$ cat config.mk
export PLATFORM = sky130hd
export DESIGN_NAME = mem_port_arbiter_flat
export DESIGN_NICKNAME = d
export VERILOG_FILES = /design/src/rtl/mem_port_arbiter_pkg.sv /design/src/rtl/mem_port_arbiter_if.sv /design/src/rtl/mem_port_arbiter_age.sv /design/src/rtl/mem_port_arbiter.sv /design/src/flat_wrapper.sv
export SDC_FILE = /design/constraint.sdc
export NUM_CORES = 1
export LEC_CHECK = 0
export ABC_AREA = 1
export BUFFER_PORTS_ARGS = -buffer_cell sky130_fd_sc_hd__buf_2
export CAP_MARGIN = 15
export CORE_MARGIN = 8
export CORE_UTILIZATION = 36
export CTS_CLUSTER_DIAMETER = 80
export DETAILED_ROUTE_END_ITERATION = 8
export PLACE_DENSITY = 0.81
export RECOVER_POWER = 100
export SYNTH_ARGS = -nofsm -noshare
export SYNTH_HDL_FRONTEND = slang
export SYNTH_SLANG_ARGS = --single-unit
$ cat constraint.sdc
create_clock -name clk -period 1.45 [get_ports clk]
set_input_delay 0.145 -clock clk [delete_from_list [all_inputs] [get_ports clk]]
set_output_delay 0.145 -clock clk [all_outputs]
set_load 0.005 [all_outputs]
$ cat src/rtl/mem_port_arbiter_pkg.sv
// Shared types for the data/pixel memory port arbiter.
package mem_port_arbiter_pkg;

  localparam int ADDR_W = 16;

  typedef enum logic {
    ARB_IDLE  = 1'b0,
    ARB_BURST = 1'b1
  } arb_state_e;

  typedef struct packed {
    logic [ADDR_W-1:0] addr;
  } pix_burst_req_t;

endpackage

$ cat src/rtl/mem_port_arbiter_if.sv
// Requester and memory-side signals of the shared memory port.
interface mem_port_arbiter_if #(
  parameter int N  = 32,
  parameter int AW = 16
);
  logic          pipeReq;
  logic          pipeWrite;
  logic [AW-1:0] pipeAddr;
  logic [N-1:0]  pipeWD;
  logic          pipeStall;
  logic          pipeRValid;
  logic [N-1:0]  pipeRData;
  logic          pixReq;
  logic [AW-1:0] pixAddr;
  logic          pixGnt;
  logic          pixRValid;
  logic [N-1:0]  pixRData;
  logic          pixLast;
  logic          memWE;
  logic [AW-1:0] memAddr;
  logic [N-1:0]  memWD;
  logic [N-1:0]  memRD;

  modport slave (
    input  pipeReq, pipeWrite, pipeAddr, pipeWD, pixReq, pixAddr, memRD,
    output pipeStall, pipeRValid, pipeRData, pixGnt, pixRValid, pixRData, pixLast,
           memWE, memAddr, memWD
  );

  modport master (
    output pipeReq, pipeWrite, pipeAddr, pipeWD, pixReq, pixAddr, memRD,
    input  pipeStall, pipeRValid, pipeRData, pixGnt, pixRValid, pixRData, pixLast,
           memWE, memAddr, memWD
  );
endinterface

$ cat src/rtl/mem_port_arbiter_age.sv
// Saturating starvation counter for a pending pixel request.
module arb_age_counter #(
  parameter int MAX_WAIT = 8
) (
  input  logic clk,
  input  logic rst_n,
  input  logic i_inc,
  input  logic i_clr,
  output logic o_sat
);
  localparam int CW = $clog2(MAX_WAIT + 1);

  logic [CW-1:0] r_cnt;

  always_ff @(posedge clk or negedge rst_n) begin
    if (!rst_n)                                r_cnt <= '0;
    else if (i_clr)                            r_cnt <= '0;
    else if (i_inc && r_cnt != CW'(MAX_WAIT))  r_cnt <= r_cnt + 1'b1;
  end

  assign o_sat = (r_cnt == CW'(MAX_WAIT));
endmodule

$ cat src/rtl/mem_port_arbiter.sv
// Single-port arbiter: pipeline single-word accesses vs. pixel read bursts,
// with a starvation bound on the pixel side and one-cycle read return routing.
module mem_port_arbiter
  import mem_port_arbiter_pkg::*;
#(
  parameter int N         = 32,
  parameter int AW        = 16,
  parameter int BURST_LEN = 4,
  parameter int MAX_WAIT  = 8
) (
  input logic               clk,
  input logic               rst_n,
  mem_port_arbiter_if.slave bus
);
  localparam int BW = (BURST_LEN > 1) ? $clog2(BURST_LEN) : 1;

  arb_state_e     r_state, w_state_nxt;
  logic [BW-1:0]  r_beat, w_beat_nxt;
  pix_burst_req_t r_base, w_base_nxt;

  logic          w_sat, w_pipe_srv, w_gnt, w_beat_iss, w_last_iss;
  logic          w_we, w_stall;
  logic [AW-1:0] w_addr;
  logic [N-1:0]  w_wd;
  logic          r_pipe_rv, r_pix_rv, r_pix_last;

  always_ff @(posedge clk or negedge rst_n) begin
    if (!rst_n) begin
      r_state <= ARB_IDLE;
      r_beat  <= '0;
      r_base  <= '0;
    end else begin
      r_state <= w_state_nxt;
      r_beat  <= w_beat_nxt;
      r_base  <= w_base_nxt;
    end
  end

  always_comb begin
    w_state_nxt = r_state;
    w_beat_nxt  = r_beat;
    w_base_nxt  = r_base;
    w_pipe_srv  = 1'b0;
    w_gnt       = 1'b0;
    w_beat_iss  = 1'b0;
    w_last_iss  = 1'b0;
    w_we        = 1'b0;
    w_addr      = '0;
    w_wd        = '0;
    w_stall     = bus.pipeReq;
    case (r_state)
      ARB_IDLE: begin
        // A saturated pixel wait flips priority for exactly this cycle.
        if (bus.pipeReq && !(bus.pixReq && w_sat)) begin
          w_pipe_srv = 1'b1;
          w_stall    = 1'b0;
          w_addr     = bus.pipeAddr;
          w_we       = bus.pipeWrite;
          w_wd       = bus.pipeWD;
        end else if (bus.pixReq) begin
          w_gnt           = 1'b1;
          w_beat_iss      = 1'b1;
          w_addr          = bus.pixAddr;
          w_base_nxt.addr = bus.pixAddr;
          w_beat_nxt      = BW'(1);
          w_state_nxt     = ARB_BURST;
        end
      end
      ARB_BURST: begin
        w_beat_iss = 1'b1;
        w_addr     = r_base.addr + AW'(r_beat);
        if (r_beat == BW'(BURST_LEN - 1)) begin
          w_last_iss  = 1'b1;
          w_beat_nxt  = '0;
          w_state_nxt = ARB_IDLE;
        end else begin
          w_beat_nxt = r_beat + 1'b1;
        end
      end
      default: w_state_nxt = ARB_IDLE;
    endcase
  end

  arb_age_counter #(.MAX_WAIT(MAX_WAIT)) u_age (
    .clk   (clk),
    .rst_n (rst_n),
    .i_inc (r_state == ARB_IDLE && bus.pixReq && !w_gnt),
    .i_clr (w_gnt || !bus.pixReq),
    .o_sat (w_sat)
  );

  always_ff @(posedge clk or negedge rst_n) begin
    if (!rst_n) begin
      r_pipe_rv  <= 1'b0;
      r_pix_rv   <= 1'b0;
      r_pix_last <= 1'b0;
    end else begin
      r_pipe_rv  <= w_pipe_srv && !bus.pipeWrite;
      r_pix_rv   <= w_beat_iss;
      r_pix_last <= w_last_iss;
    end
  end

  // Memory-side outputs are forced quiet while reset is held.
  assign bus.memWE      = rst_n & w_we;
  assign bus.memAddr    = rst_n ? w_addr : '0;
  assign bus.memWD      = rst_n ? w_wd : '0;
  assign bus.pixGnt     = rst_n & w_gnt;
  assign bus.pipeStall  = w_stall;
  assign bus.pipeRValid = r_pipe_rv;
  assign bus.pipeRData  = bus.memRD;
  assign bus.pixRValid  = r_pix_rv;
  assign bus.pixRData   = bus.memRD;
  assign bus.pixLast    = r_pix_last;
endmodule
$ cat src/flat_wrapper.sv
// flat-port wrapper written by rule: the top's interface ports become plain ports
module mem_port_arbiter_flat import mem_port_arbiter_pkg::*;
#(
  parameter int N         = 32,
  parameter int AW        = 16,
  parameter int BURST_LEN = 4,
  parameter int MAX_WAIT  = 8
)
  (clk, rst_n, bus_pipeReq, bus_pipeWrite, bus_pipeAddr, bus_pipeWD, bus_pixReq, bus_pixAddr, bus_memRD, bus_pipeStall, bus_pipeRValid, bus_pipeRData, bus_pixGnt, bus_pixRValid, bus_pixRData, bus_pixLast, bus_memWE, bus_memAddr, bus_memWD);
  mem_port_arbiter_if #(.N(N), .AW(AW)) bus_i ();
  input logic clk;
  input logic rst_n;
  input wire logic [$bits(bus_i.pipeReq)-1:0] bus_pipeReq;
  input wire logic [$bits(bus_i.pipeWrite)-1:0] bus_pipeWrite;
  input wire logic [$bits(bus_i.pipeAddr)-1:0] bus_pipeAddr;
  input wire logic [$bits(bus_i.pipeWD)-1:0] bus_pipeWD;
  input wire logic [$bits(bus_i.pixReq)-1:0] bus_pixReq;
  input wire logic [$bits(bus_i.pixAddr)-1:0] bus_pixAddr;
  input wire logic [$bits(bus_i.memRD)-1:0] bus_memRD;
  output wire logic [$bits(bus_i.pipeStall)-1:0] bus_pipeStall;
  output wire logic [$bits(bus_i.pipeRValid)-1:0] bus_pipeRValid;
  output wire logic [$bits(bus_i.pipeRData)-1:0] bus_pipeRData;
  output wire logic [$bits(bus_i.pixGnt)-1:0] bus_pixGnt;
  output wire logic [$bits(bus_i.pixRValid)-1:0] bus_pixRValid;
  output wire logic [$bits(bus_i.pixRData)-1:0] bus_pixRData;
  output wire logic [$bits(bus_i.pixLast)-1:0] bus_pixLast;
  output wire logic [$bits(bus_i.memWE)-1:0] bus_memWE;
  output wire logic [$bits(bus_i.memAddr)-1:0] bus_memAddr;
  output wire logic [$bits(bus_i.memWD)-1:0] bus_memWD;
  assign bus_i.pipeReq = bus_pipeReq;
  assign bus_i.pipeWrite = bus_pipeWrite;
  assign bus_i.pipeAddr = bus_pipeAddr;
  assign bus_i.pipeWD = bus_pipeWD;
  assign bus_i.pixReq = bus_pixReq;
  assign bus_i.pixAddr = bus_pixAddr;
  assign bus_i.memRD = bus_memRD;
  assign bus_pipeStall = bus_i.pipeStall;
  assign bus_pipeRValid = bus_i.pipeRValid;
  assign bus_pipeRData = bus_i.pipeRData;
  assign bus_pixGnt = bus_i.pixGnt;
  assign bus_pixRValid = bus_i.pixRValid;
  assign bus_pixRData = bus_i.pixRData;
  assign bus_pixLast = bus_i.pixLast;
  assign bus_memWE = bus_i.memWE;
  assign bus_memAddr = bus_i.memAddr;
  assign bus_memWD = bus_i.memWD;
  mem_port_arbiter #(.N(N), .AW(AW), .BURST_LEN(BURST_LEN), .MAX_WAIT(MAX_WAIT)) u_core (.clk(clk), .rst_n(rst_n), .bus(bus_i));
endmodule
## Word level (Yosys, flattened, before mapping)

Cells that the tools add are included.

| storage, ports and cells | value |
|---|---|
| register bits | 26 |
| bits of input ports | 101 |
| output and inout bits | 118 |

| cells by class | value |
|---|---|
| reduce and logical (&&, ||, !) cells | 14 |
| bitwise operators | 4 |
| eq/ne operators | 5 |
| add/subtract/negate cells | 3 |
| multiplexer cells | 27 |

Operators with widths:

| cell | count |
|---|---|
| $mux 32 | 3 |
| $mux 16 | 3 |
| $pmux 16 s2 | 1 |
| $add 16x2->16 | 1 |
| $mux 1 | 12 |
| $mux 4 | 2 |
| $logic_and 1x1->1 | 6 |
| $mux 2 | 3 |
| $add 4x1->4 const B | 1 |
| $eq 4x4->1 const B | 1 |
| $logic_not 1->1 | 4 |
| $ne 2x2->1 const B | 2 |
| $ne 4x4->1 const B | 1 |
| $pmux 1 s2 | 2 |
| $pmux 2 s2 | 1 |
| $reduce_and 3->1 | 1 |
| $add 2x1->2 const B | 1 |
| $and 1x1->1 | 2 |
| $eq 2x2->1 const B | 1 |
| $not 1->1 | 2 |
| $reduce_and 2->1 | 1 |
| $reduce_bool 2->1 | 1 |
| $logic_or 1x1->1 | 1 |

## Longest topological paths before layout

Gate-level depths: netlist of run 1.

| logic depth | value |
|---|---|
| word-level depth | 11 |
| mapped depth | 12 |
| depth with buffers taken out | 11 |

## Hierarchy

A second synthesis of run 1 with hierarchy kept.

| unflattened totals | value |
|---|---|
| cells, all modules | 423 |
| area total of the unflattened synthesis | 2,680.1 µm² |

By module, submodules not included:

| module | cells each | area an instance (µm²) | times used |
|---|---|---|---|
| mem_port_arbiter | 394 | 2,451.1 | 1 |
| arb_age_counter | 29 | 229.0 | 1 |

## Worst setup path after synthesis of run 1

OpenSTA, ideal clock, no wires.

| timing | value |
|---|---|
| kind | register -> output |
| from | register u_core.r_beat[0] |
| to | output bus_memAddr[12] |
| slack | -0.204 ns |
| required time | 1.305 ns |
| cell stages (with the launch flop) | 10 |
| data arrival time | 1.509 ns |
| buffers on the path | 0 |
| cells stage by stage | dfrtp_1 > ha_1 > fa_1 > nand2_1 > nor2_4 > nand3_1 > nand2_1 > nand2_1 > nor2_1 > nor2_1 |

| between the ends | value |
|---|---|
| word-level cells in the longest chain between the ends | 3 |

Ends and longest elaborated chain:

| item | RTL line | RTL |
|---|---|---|
| from (decl) | mem_port_arbiter.sv:18 | `logic [BW-1:0] r_beat, w_beat_nxt;` |
| from (signal assigned) | mem_port_arbiter.sv:34 | `r_beat <= w_beat_nxt;` |
| $add 16x2->16 | mem_port_arbiter.sv:71 | `w_addr = r_base.addr + AW'(r_beat);` |
| $pmux 16 s2 | mem_port_arbiter.sv:51 | `case (r_state)` |
| $mux 16 | mem_port_arbiter.sv:106 | `assign bus.memAddr = rst_n ? w_addr : '0;` |
| to (decl) | flat_wrapper.sv:28 | `output wire logic [$bits(bus_i.memAddr)-1:0] bus_memAddr;` |

Every way passes these cells.

## Worst setup path after layout of run 1

| timing | value |
|---|---|
| from | register u_core.u_age.r_cnt[0] |
| to | output bus_memWD[25] |

| between the ends | value |
|---|---|
| word-level cells in the longest chain between the ends | 7 |

Ends and longest elaborated chain:

| item | RTL line | RTL |
|---|---|---|
| from (decl) | mem_port_arbiter_age.sv:13 | `logic [CW-1:0] r_cnt;` |
| from (signal assigned) | mem_port_arbiter_age.sv:18 | `else if (i_inc && r_cnt != CW'(MAX_WAIT)) r_cnt <= r_cnt + 1'b1;` |
| $eq 4x4->1 | mem_port_arbiter_age.sv:21 | `assign o_sat = (r_cnt == CW'(MAX_WAIT));` |
| $logic_and 1x1->1 | mem_port_arbiter.sv:54 | `if (bus.pipeReq && !(bus.pixReq && w_sat)) begin` |
| $logic_not 1->1 | mem_port_arbiter.sv:54 |  |
| $logic_and 1x1->1 | mem_port_arbiter.sv:54 |  |
| $mux 32 | mem_port_arbiter.sv:54 |  |
| $mux 32 | mem_port_arbiter.sv:51 |  |
| $mux 32 | mem_port_arbiter.sv:107 | `assign bus.memWD = rst_n ? w_wd : '0;` |
| to (decl) | flat_wrapper.sv:29 | `output wire logic [$bits(bus_i.memWD)-1:0] bus_memWD;` |

Every way passes these cells.

==> results of run 1 <==
-- metrics by stage --
step / power (uW) / area [um2] / setup slack, ns / TNS, ns / hold slack [ns]
finish: 5169 / 3971 / -0.6019 / -32.10 / 0.02483
global route: 5592 / 3971 / -0.7182 / -37.97 / 0.01913
CTS: 4733 / 3578 / -0.5384 / -24.86 / 0.03728
detailed placement: 3707 / 3124 / -0.2921 / -10.75 / -0.00001377
global placement: 3620 / 3124 / -0.2400 / -9.022 / 0.0005093
floorplan: 2765 / 2723 / -0.08628 / -0.4606 / -0.1506
-- per-layer routing --
metal | GRT usage [%] | share of wire [%] | wire length [um]
met5 | 0 | 0 | 0
met3 | 4.223 | 8.8 | 938
met2 | 32.22 | 49 | 5266
met4 | 9.819 | 4.3 | 462
met1 | 20.66 | 38 | 4016
-- cells by family (layout without fill, tap and decap cells) --
kind of cell               count (synthesis)  in the layout  synth area share, %
and+or+nand+nor                          218            219                34.16
buffers and inverters                    140            241                29.73
AOI/OAI and AO/OA                         43             43                8.190
DFF                                       26             26                24.20
adders and majority gates                  6              6                3.071
xor gates and xnor gates                   2              2               0.6516
-- state kept, by name, indices dropped and copies added, names as in the netlist --
register / count
u_core.u_age.r_cnt: 4
u_core.bus.pixRValid: 1
u_core.bus.pipeRValid: 1
u_core.r_state: 1
u_core.r_base: 16
u_core.bus.pixLast: 1
u_core.r_beat: 2
-- cell usage in the layout (no fill, tap or decap), drive strengths merged --
| cell type | count |
|---|---|
| nor3 | 3 |
| clkdlybuf4s25 | 1 |
| dfrtp | 26 |
| a21oi | 14 |
| fa | 1 |
| nand4 | 3 |
| o21ai | 27 |
| inv | 62 |
| ha | 5 |
| nand3b | 1 |
| a21boi | 1 |
| o21a | 1 |
| clkbuf | 13 |
| nor2 | 67 |
| xor2 | 2 |
| clkinv | 1 |
| buf | 164 |
| nand3 | 38 |
| nand2 | 107 |
-- worst reg2reg max path: cells and delay by family (launching register included) --
family                   cells  cell delay [ns]
flip-flops                   1             0.39
buffers and inverters        5             0.57
AND/OR/NAND/NOR              5             0.42
AO/OA/AOI/OAI                1             0.13
adder cells (fa/ha/maj)      1             0.16
-- area by class of cell --
type / count / area, um2 / area share (%)
inverter: 60 / 242.7 / 6.112
clock buffer: 4 / 55.05 / 1.386
sequential: 26 / 650.6 / 16.38
multi-input combinational: 270 / 1688 / 42.50
tap: 99 / 123.9 / 3.119
timing repair buffer: 174 / 1167 / 29.40
timing repair inverter: 3 / 43.79 / 1.103
-- worst max path at each step --
stage	startpoint	end	slack [ns]	depth (start not counted)
2_1_floorplan	u_core.r_beat[0]$_DFFE_PN0P_	bus_memAddr[12]	-0.09	9
3_3_place_gp	u_core.r_beat[0]$_DFFE_PN0P_	bus_memAddr[6]	-0.24	8
3_5_place_dp	u_core.r_beat[0]$_DFFE_PN0P_	bus_memAddr[12]	-0.29	10
4_1_cts	u_core.r_base[1]$_DFFE_PN0P_	bus_memAddr[9]	-0.54	9
5_1_grt	u_core.r_base[0]$_DFFE_PN0P_	bus_memAddr[8]	-0.72	10
6_report	u_core.u_age.r_cnt[0]$_DFFE_PN0P_	bus_memWD[25]	-0.60	11
-- power by group through the flow --
stage	sequential (uW)	combinational, uW	clock, uW
2_1_floorplan	1250	1520	0
3_3_place_gp	1260	2360	0
3_5_place_dp	1280	2420	0
4_1_cts	1270	2970	500
5_1_grt	1310	3730	544
6_report	1300	3370	502
-- what timing repair did --
action                                  CTS  global route
buffers inserted                         16            10
cloned                                    4             4
resized for setup                        83            97
endpoints found under the hold margin    26             0
pin swaps                                20            11
endpoints found under the setup margin   72            73
hold buffers                              1             0
==> summary by stage, run 1 <==
Yosys
Counting flops with an async set or reset pin after synthesis yields a share of 100.0%. The number of warnings issued by yosys is 0. The most frequently used cell type in the post-synthesis netlist is nand2_1. The average cell area after synthesis is 6.181 um2. The net count of the mapped netlist is 542. Summing the sequential cell areas from Yosys gives 24.20% of the chip area. For this run, the leading register cell type out of synthesis is dfrtp_1. After synthesis the netlist holds a flip-flop and latch count of 26. dfrtp_1 takes more of the synthesized area than any other cell. Sorting the synthesized cells by area gives the leading types as dfrtp_1, buf_4, nand2_1, nor2_1, inv_1. The number of synthesized flops with an enable pin is 0. In the synthesized netlist, the number of instances is 435.

Counting distinct cell types in the post-synthesis netlist gives 28. In the synthesized netlist, the cells that appear most often are nand2_1, buf_4, nor2_1, inv_1, nand3_1. The synthesized netlist occupies a cell area of 0.002689 mm2. The share of the synthesized area in the top cell type is 24.20%.

Pwr
The combinational share of power is 65.2%. The switching portion of total power is 45.97%. The part of the total power dissipated in sequential elements is 25.1%. The worst-case IR drop observed on VDD is 0.0007457 V. Summed over all cells, the static leakage comes to 0.002186 uW. The share of total power dissipated in the clock network is 9.7%. The ratio of total power to cell area is 1302 mW/mm2. The switching component of the power is 2376 uW. The internal power summed over all cells is 2793 uW.

Worst setup path
The largest incremental delay on the critical path is 0.39 ns. The slowest stage of the critical path belongs to the cell dfrtp_1. Measured in cells, the most critical reg-to-reg path has a length of 12. STA classifies the critical path startpoint as a register. At the worst endpoint, the required time is 1.31 ns. The kind of cell adding the most delay to the critical path is simple AND/OR/NAND/NOR gates.

The start-to-end type of the worst setup path is register to primary output. In this run the critical register-to-register path is captured at u_core.u_age.r_cnt[2]$_DFFE_PN0P_. The reg-to-reg critical path startpoint is u_core.u_age.r_cnt[0]$_DFFE_PN0P_. The critical path buffer and inverter count is 4. The critical path capture point type is a primary output. The signal on the critical path passes through inv_2, ha_4, nand2_2, inv_2, nand2_2, nand2_8, nor2_4, nand2_4, clkbuf_16, nor2_4, buf_2. In this run the worst path has a maximum fanout of 8. The reg-to-reg setup timing slack is -0.28 ns. The data arrival time of the worst path is 1.91 ns.

GRT
The number of global-route vias before repair is 3,208. The overall overflow remaining after global route is 0. The number of antenna violations at the first check in global routing is 0. The global-route total usage across every layer is 18.58%. Entering global routing, the biggest net connects 34 pins.

The first-pass GRT wire length is 15,460 um.

Floorplanning
The site row count is 31. The die extent in y is 102.4 um. The core region is 0.007253 mm2. The die covers 0.01049 mm2. The die is 102.4 um wide.

219 I/O pins were placed. The initial utilization of the core area, before any placement, comes to 37.07%.

Clocking
In this run the clock root is driven by a clkbuf_8. Clock tree synthesis found a total of 26 sinks. Clock-pin slew was measured on the worst setup and hold paths at 0.09 ns. The clock latency of the later-clocked register in the worst-skew pair is 0.29 ns.

The number of clock buffers added by TritonCTS is 3. TritonCTS built the clock tree. The H-tree depth is 1. The number of buffers on the longest clock path is 2.

Timing
In this run the tightest slew margin relative to its limit is 72.86%. The final hold violation count is 0. The final count of pins violating max slew is 0. The highest clock frequency the design can meet is 487.4 MHz. Setup repair after global routing could not meet its margin everywhere. The clock tree skew after final layout is 0.003185 ns.

The worst path in the final design needs a cycle of 2.052 ns, including I/O delays and setup. The part of the cycle the worst path needs is 141.5%. The worst setup margin is -0.6019 ns. At the pin with the least slew margin, the transition time is 0.4071 ns.

Setup violations remaining at the end of the flow were counted as 74.

Placement
The last weighted congestion value of the routability-driven placer is 0.9555. The number of cells after detailed placement is 606. The count of buffers added on input and output ports is 122. The detailed placer's ending HPWL is 6966 um.

Job
The max-capacitance violation count is 0.

Detailed routing
The first routing iteration left 291 violations. Summing over every cut layer, the via total after detailed routing is 3,193. Using the TritonRoute via totals, the vias-per-cell ratio works out to 5.020. The detailed-routing iteration count for the pre-antenna-repair pass is 5. The final routed wirelength across all metal layers is 10,680 um. In the final routed layout, each cell accounts on average for 16.80 um. The number of nets still failing antenna checks after routing is 0. In the routed design, unresolved DRC markers number 0.

Hold path
In this run the most critical hold path is launched from bus_pipeWrite. The path with the worst hold slack has its endpoint at u_core.bus.pipeRValid$_DFF_PN0_. The worst hold path class is input port to register. The number of cells on the worst hold path is 2.

Run status
The checks that failed: setup timing. The flow ran to the end, but the final reports show violations.

Finish
Compared with the post-synthesis result, the final layout area differs by 47.70%. Fill cells in the final layout number 654. The final core utilization is 54.75%.

The count of inserted antenna diode cells is 0. The final non-filler cell total is 636. The layout net count is 645. The fraction of layout cells with a size suffix above 1 is 51.21%.
Power figures use the tool's default switching activity.
==> inputs of run 2 (changes only) <==
Settings changed: CORE_ASPECT_RATIO set to 2, CORE_UTILIZATION 36 to 40, PLACE_DENSITY 0.81 to 0.85, REMOVE_ABC_BUFFERS set to 1.
Clock period 1.45 ns to 2 ns, I/O delays scaled along.
==> summary by stage, run 2 (same netlist as run 1, synthesis figures left out) <==
Run status
Run status: complete, but fails checks (unchanged). Failing checks: setup timing (unchanged).

Floorplanning
The area of the placeable core came to 0.006569 mm2 (was 0.007253 mm2). The width of the die is 73.98 um (was 102.4 um). The overall die area is 0.009761 mm2 (was 0.01049 mm2). The site row count is 42 (was 31). The die extent in y is 132.0 um (was 102.4 um). The number of top-level pins is 219 (unchanged).

The initial core utilization is 40.93% (was 37.07%).

Worst setup path
The largest fanout of any net on the critical path is 7 (was 8). The critical path capture point type was a primary output (unchanged). The required time reported for the critical path endpoint was 1.80 ns (was 1.31 ns). The data arrival time of the worst path is 1.86 ns (was 1.91 ns).

The type of element launching the critical path was a register (unchanged). The start-to-end type of the worst setup path is register to primary output (unchanged).

Finish
The largest register by flop count is u_core.r_base (unchanged). The layout net count is 623 (was 645). The fraction of layout cells with a size suffix above 1 is 40.78% (was 51.21%). Commonest cells after routing, fill and taps aside: buf_2, nand2_1, inv_1, nor2_1, nand3_1 (was buf_2, nand2_1, inv_1, nand3_1, nor2_1). The count of inserted antenna diode cells is 0 (unchanged). Leading registers by flop count: u_core.r_base x16, u_core.u_age.r_cnt x4, u_core.r_beat x2 (unchanged). The most frequent standard cell in the layout excluding fill and tap cells is buf_2 (unchanged). The area growth from synthesis to layout is 32.57% (was 47.70%).

The flip-flop count of the largest register, all copies and words added is 16 (unchanged).

Placement
The detailed placer's ending HPWL came to 9038 um (was 6966 um). The number of buffers inserted by port buffering came to 122 (unchanged). The last weighted congestion value of the routability-driven placer came to 0.8842 (was 0.9555). The worst slack after detailed placement is 0.03095 ns (was -0.2921 ns).

GRT
The first-pass GRT wire length came to 16,280 um (was 15,460 um). The overall overflow remaining after global route is 0 (unchanged). The pin count of the biggest net entering global routing came to 34 (unchanged). The global-route total usage across every layer was 21.82% (was 18.58%). The number of global-route vias before repair is 3,163 (was 3,208). The number of antenna violations at the first check in global routing came to 0 (unchanged).

Clocking
The number of buffers inserted during clock tree synthesis was 3 (unchanged). The H-tree depth came to 1 (unchanged). The clock latency of the later-clocked register in the worst-skew pair is 0.26 ns (was 0.29 ns). The number of clock sinks is 26 (unchanged). The number of buffers on the longest clock path is 2 (unchanged). The clock input transition at the sequential cells of the worst setup and hold paths is 0.07 ns (was 0.09 ns). The TritonCTS clock tree is built (unchanged).

The clock root buffer master is clkbuf_16 (was clkbuf_8).

Pwr
The total chip power is 3502 uW (was 5169 uW). The peak supply drop is 0.0004422 V (was 0.0007457 V). The ratio of total power to cell area is 982.4 mW/mm2 (was 1302 mW/mm2).

The leakage component of the power is 0.002038 uW (was 0.002186 uW).

Timing
The worst slew slack as a fraction of its limit is 74.50% (was 72.86%). The actual transition at the worst max-transition pin was 0.3819 ns (was 0.4071 ns). The final hold violation count is 0 (unchanged).

RSZ-0062 raised after global routing: true (unchanged). The clock tree skew after final layout was 0.003821 ns (was 0.003185 ns). The part of the cycle the worst path needs is 103.0%. The highest clock frequency the design can meet is 485.3 MHz.

The post-route worst hold slack is 0.06999 ns (was 0.02483 ns). The worst setup margin is -0.06077 ns (was -0.6019 ns). Subtracting the final worst setup slack from the clock period gives 2.061 ns. The final count of pins violating max slew was 0 (unchanged).

The final count of negative-setup-slack endpoints came to 20 (was 74).

Job
The max-capacitance violation count is 0 (unchanged).

Detailed routing
The via count normalized by instance count is 5.252 (was 5.020). The number of DRC violations after detailed routing was 0 (unchanged). The final routed wirelength across all metal layers is 12,130 um (was 10,680 um). The number of nets still failing antenna checks after routing is 0 (unchanged).

The via total after detailed routing is 3,167 (was 3,193). The initial DRC count is 290 (was 291). The detailed-routing iteration count for the pre-antenna-repair pass was 5 (unchanged). The average detailed-routed wire length per instance came to 20.11 um (was 16.80 um).

Hold path
The worst hold path class is input port to asynchronous set/reset pin (was input port to register).
## run 2: cell types whose count changed in the layout (fill, tap and decap cells not counted), sizes merged
cell	previous run	this run
clkinv	1	0
inv	62	60
clkdlybuf4s25	1	0
dlygate4sd3	0	1
buf	164	145
## run 2: metrics by stage
| stage | instance area [um2] | cells | TNS (ns) | utilization (%) |
|---|---|---|---|---|
| 2_1_floorplan | 2117 | 355 | 0 | - |
| 3_3_place_gp | 2925 | 575 | 0 | 44.53 |
| 3_5_place_dp | 2925 | 575 | 0 | 44.53 |
| 4_1_cts | 3139 | 587 | -0.6049 | 47.79 |
| 5_1_grt | 3565 | 603 | -2.885 | 54.27 |
| 6_report | 3565 | 603 | -0.4259 | 54.27 |
## run 2: final timing paths
kind | cells after the start | to | start | slack (ns)
max | 10 | bus_memAddr[10] | u_core.r_base[0]$_DFFE_PN0P_ | -0.06
min | 2 | u_core.r_base[9]$_DFFE_PN0P_ | rst_n | 0.07
max reg2reg | 11 | u_core.r_base[5]$_DFFE_PN0P_ | u_core.u_age.r_cnt[0]$_DFFE_PN0P_ | 0.08
min reg2reg | 2 | u_core.r_base[12]$_DFFE_PN0P_ | u_core.r_base[12]$_DFFE_PN0P_ | 0.58
max in group asynchronous | 2 | u_core.r_base[5]$_DFFE_PN0P_ | rst_n | 1.15
min in group clk | 2 | u_core.bus.pipeRValid$_DFF_PN0_ | bus_pipeWrite | 0.11
## run 2: what timing repair did
item                                   4_1_cts  5_1_grt
endpoints found under the hold margin        6        0
cloned                                       0        5
gates resized for setup                     20       68
pin swaps                                   12       16
hold buffers                                 1        0
setup endpoints to repair                   47       49
setup buffers                                7       11
## run 2: area by class of cell
| cell class | instances | area, um2 |
|---|---|---|
| repair buffers | 155 | 954.7 |
| fillers | 622 | 3004 |
| well taps | 88 | 110.1 |
| inverters | 60 | 227.7 |
| flip-flops and latches | 26 | 650.6 |
| clock buffers | 4 | 88.84 |
| multi-input cells | 270 | 1533 |
## run 2: report_power, final
part           total, uW  internal, uW  switching (uW)  leakage, uW
clock                510           307             203    0.0000442
combinational       2020           854            1160      0.00167
sequential           974           740             234     0.000325
total               3500          1900            1600      0.00204
## run 2: critical path, stage by stage, from the launching register on
cell     delay, ns
dfrtp_1       0.42
ha_4          0.18
fa_2          0.37
nand2_4       0.11
nor2_4        0.07
nand2_1       0.06
nand2_1       0.05
nand2_1       0.08
nor2_2        0.04
nor2_2        0.11
buf_2         0.11
## run 2: per-layer routing
layer / global-route usage (%) / vias to the layer above / share of wire, %
met5: 5.233 / - / 0.23
met1: 20.33 / 1394 / 32
met4: 7.399 / 2 / 3.1
met3: 14.18 / 31 / 16
li1: - / 1433 / -
met2: 36.12 / 307 / 48
==> inputs of run 3 (changes only) <==
Settings changed: CORE_UTILIZATION 40 to 43, PLACE_DENSITY 0.85 to 0.9, SKIP_CTS_REPAIR_TIMING set to 1.
Clock period 2 ns to 2.4 ns, I/O delays scaled along.
==> summary by stage, run 3 (same netlist as run 1, synthesis figures left out) <==
Run status
Run status: finished clean (was complete, but fails checks).

Timing
RSZ-0062 raised after global routing: false (was true). The clock tree skew after final layout is 0.003672 ns (was 0.003821 ns). The actual transition at the worst max-transition pin is 0.5661 ns (was 0.3819 ns).

The worst setup margin came to 0.1306 ns (was -0.06077 ns). The part of the cycle the worst path needs is 94.56%. The final count of pins violating max slew is 0 (unchanged). The setup TNS was 0 ns (was -0.4259 ns).

The post-route worst hold slack is 0.1536 ns (was 0.06999 ns). The worst slew slack as a fraction of its limit is 62.26% (was 74.50%). The final count of negative-setup-slack endpoints was 0 (was 20). The final hold violation count is 0 (unchanged). The highest clock frequency the design can meet is 440.7 MHz. The worst path needs 2.269 ns of the cycle, external delays included.

Clocking
The clock input transition at the sequential cells of the worst setup and hold paths is 0.07 ns (about the same). The H-tree depth came to 1 (unchanged). The number of buffers inserted during clock tree synthesis is 3 (unchanged). The number of clock sinks came to 26 (unchanged).

The clock root buffer master is clkbuf_16 (unchanged). The TritonCTS clock tree is built (unchanged). The number of buffers on the longest clock path is 2 (unchanged). The clock latency of the later-clocked register in the worst-skew pair is 0.26 ns (about the same).

Detailed routing
The number of nets still failing antenna checks after routing is 0 (unchanged). The via total after detailed routing is 2,946 (was 3,167). The final routed wirelength across all metal layers came to 10,270 um (was 12,130 um). The detailed-routing iteration count for the pre-antenna-repair pass is 4 (was 5). The number of DRC violations after detailed routing is 0 (unchanged). The via count normalized by instance count is 5.318 (was 5.252). The average detailed-routed wire length per instance is 18.53 um (was 20.11 um). The initial DRC count came to 202 (was 290).

Worst setup path
The required time reported for the critical path endpoint is 2.16 ns (was 1.80 ns). The endpoint of the worst-slack reg-to-reg timing path was u_core.r_base[3]$_DFFE_PN0P_ (was u_core.r_base[5]$_DFFE_PN0P_). Cell breakdown of the critical path: ha_1, fa_1, nand2_2, inv_1, o21ai_0, nand2_1, a21oi_1, clkbuf_2 (was ha_4, fa_2, nand2_4, nor2_4, nand2_1, nand2_1, nand2_1, nor2_2, nor2_2, buf_2). The type of element launching the critical path is a register (unchanged). The start-to-end type of the worst setup path is register to primary output (unchanged). The slowest cell on the critical path is dfrtp_1 (unchanged).

The beginning of the critical path is u_core.r_beat[0]$_DFFE_PN0P_ (was u_core.r_base[0]$_DFFE_PN0P_). The largest fanout of any net on the critical path is 4 (was 7). The data arrival time of the worst path is 2.03 ns (was 1.86 ns).

The worst-case reg-to-reg path depth is 10 (was 11). The largest incremental delay on the critical path is 0.43 ns (was 0.42 ns). The reg-to-reg critical path startpoint is u_core.u_age.r_cnt[0]$_DFFE_PN0P_ (unchanged). The critical path capture point type was a primary output (unchanged). The capturing instance or port of the critical path is bus_memAddr[2] (was bus_memAddr[10]). The reg-to-reg setup timing slack came to 0.27 ns (was 0.08 ns).

Placement
The worst slack after detailed placement was 0.2917 ns (was 0.03095 ns). The last weighted congestion value of the routability-driven placer came to 0.8824 (was 0.8842). The detailed placer's ending HPWL is 8276 um (was 9038 um). The number of buffers inserted by port buffering was 122 (unchanged).

Floorplanning
The number of top-level pins came to 219 (unchanged). The width of the die is 71.92 um (was 73.98 um). The initial core utilization is 43.68% (was 40.93%).

The area of the placeable core is 0.006156 mm2 (was 0.006569 mm2). The overall die area is 0.009193 mm2 (was 0.009761 mm2). The site row count is 41 (was 42).

The die extent in y was 127.8 um (was 132.0 um).

Pwr
The leakage component of the power was 0.001657 uW (was 0.002038 uW). The ratio of total power to cell area is 825.3 mW/mm2 (was 982.4 mW/mm2). The peak supply drop is 0.0006552 V (was 0.0004422 V).

Finish
The filler cell count is 645 (was 622). The largest register by flop count is u_core.r_base (unchanged). The count of inserted antenna diode cells was 0 (unchanged). The flip-flop count of the largest register, all copies and words added came to 16 (unchanged).

The most frequent standard cell in the layout excluding fill and tap cells is nand2_1 (was buf_2). The combined area of the multi-input logic cells came to 0.001242 mm2 (was 0.001533 mm2). The layout net count came to 598 (was 623). The fraction of layout cells with a size suffix above 1 came to 19.18% (was 40.78%). The sequential cell area came to 650.6 um2 (unchanged).

The area growth from synthesis to layout came to 8.143% (was 32.57%). Leading registers by flop count: u_core.r_base x16, u_core.u_age.r_cnt x4, u_core.r_beat x2 (unchanged). Commonest cells after routing, fill and taps aside: nand2_1, buf_2, nor2_1, inv_1, clkbuf_1 (was buf_2, nand2_1, inv_1, nor2_1, nand3_1).

Hold path
The worst hold path class is input port to register (was input port to asynchronous set/reset pin). The number of cells on the worst hold path is 2.

Job
The max-capacitance violation count is 0 (unchanged).

GRT
The number of antenna violations at the first check in global routing came to 0 (unchanged). The first-pass GRT wire length came to 15,650 um (was 16,280 um). The global-route total usage across every layer is 21.77% (was 21.82%). The pin count of the biggest net entering global routing is 34 (unchanged). The overall overflow remaining after global route is 0 (unchanged). The number of global-route vias before repair is 3,002 (was 3,163).
==> run 3: cell count changes in the layout (fill, tap and decap cells not counted), sizes merged <==
cell | previous run | this run
buf | 145 | 79
clkbuf | 13 | 55
nand2 | 107 | 106
==> run 3: area by class of cell <==
cell class / count / share of cell area [%]
Tap cell: 64 / 2.754
Inverter: 60 / 7.745
Timing Repair Buffer: 131 / 21.34
Sequential cell: 26 / 22.38
Multi-Input combinational cell: 269 / 42.73
Clock buffer: 4 / 3.055
==> run 3: metal layers <==
metal / track usage [%] / wire, um / vias to the layer above
li1: - / - / 1378
met1: 24.11 / 3707 / 1292
met2: 32.24 / 4398 / 258
met3: 15.99 / 1991 / 18
met4: 4.364 / 167 / 0
met5: 5.521 / 0 / -
==> run 3: worst max-delay path, delay by kind of cell (launching register included) <==
kind	cells	cell delay (ns)
adder cells (fa/ha/maj)	2	0.66
flip-flops	1	0.43
AO/OA/AOI/OAI	2	0.28
AND/OR/NAND/NOR	2	0.21
buffers and inverters	2	0.20
==> run 3: how the worst min path moves through the flow <==
stage,start,slack [ns],end
3_3_place_gp,rst_n,0.25,u_core.r_base[6]$_DFFE_PN0P_
3_5_place_dp,rst_n,0.25,u_core.r_base[5]$_DFFE_PN0P_
5_1_grt,bus_pipeWrite,0.16,u_core.bus.pipeRValid$_DFF_PN0_
4_1_cts,rst_n,-0.03,u_core.r_base[5]$_DFFE_PN0P_
2_1_floorplan,rst_n,-0.06,u_core.bus.pipeRValid$_DFF_PN0_
6_report,bus_pipeWrite,0.15,u_core.bus.pipeRValid$_DFF_PN0_
==> run 3: power breakdown <==
part           switching (uW)  leakage [uW]  internal, uW  total, uW
logic                     741       0.00129           443       1180
clock network             158     0.0000442           256        414
registers                 185      0.000325           617        802
==> run 3: through the flow <==
step                instances  cell area (um2)  power, uW  util [%]
floorplan                 355             2117       1500         -
CTS                       551             2942       2432     47.78
finish                    554             2908       2400     47.24
detailed placement        547             2853       2007     46.34
global placement          547             2853       1961     46.34
global route              554             2908       2606     47.24
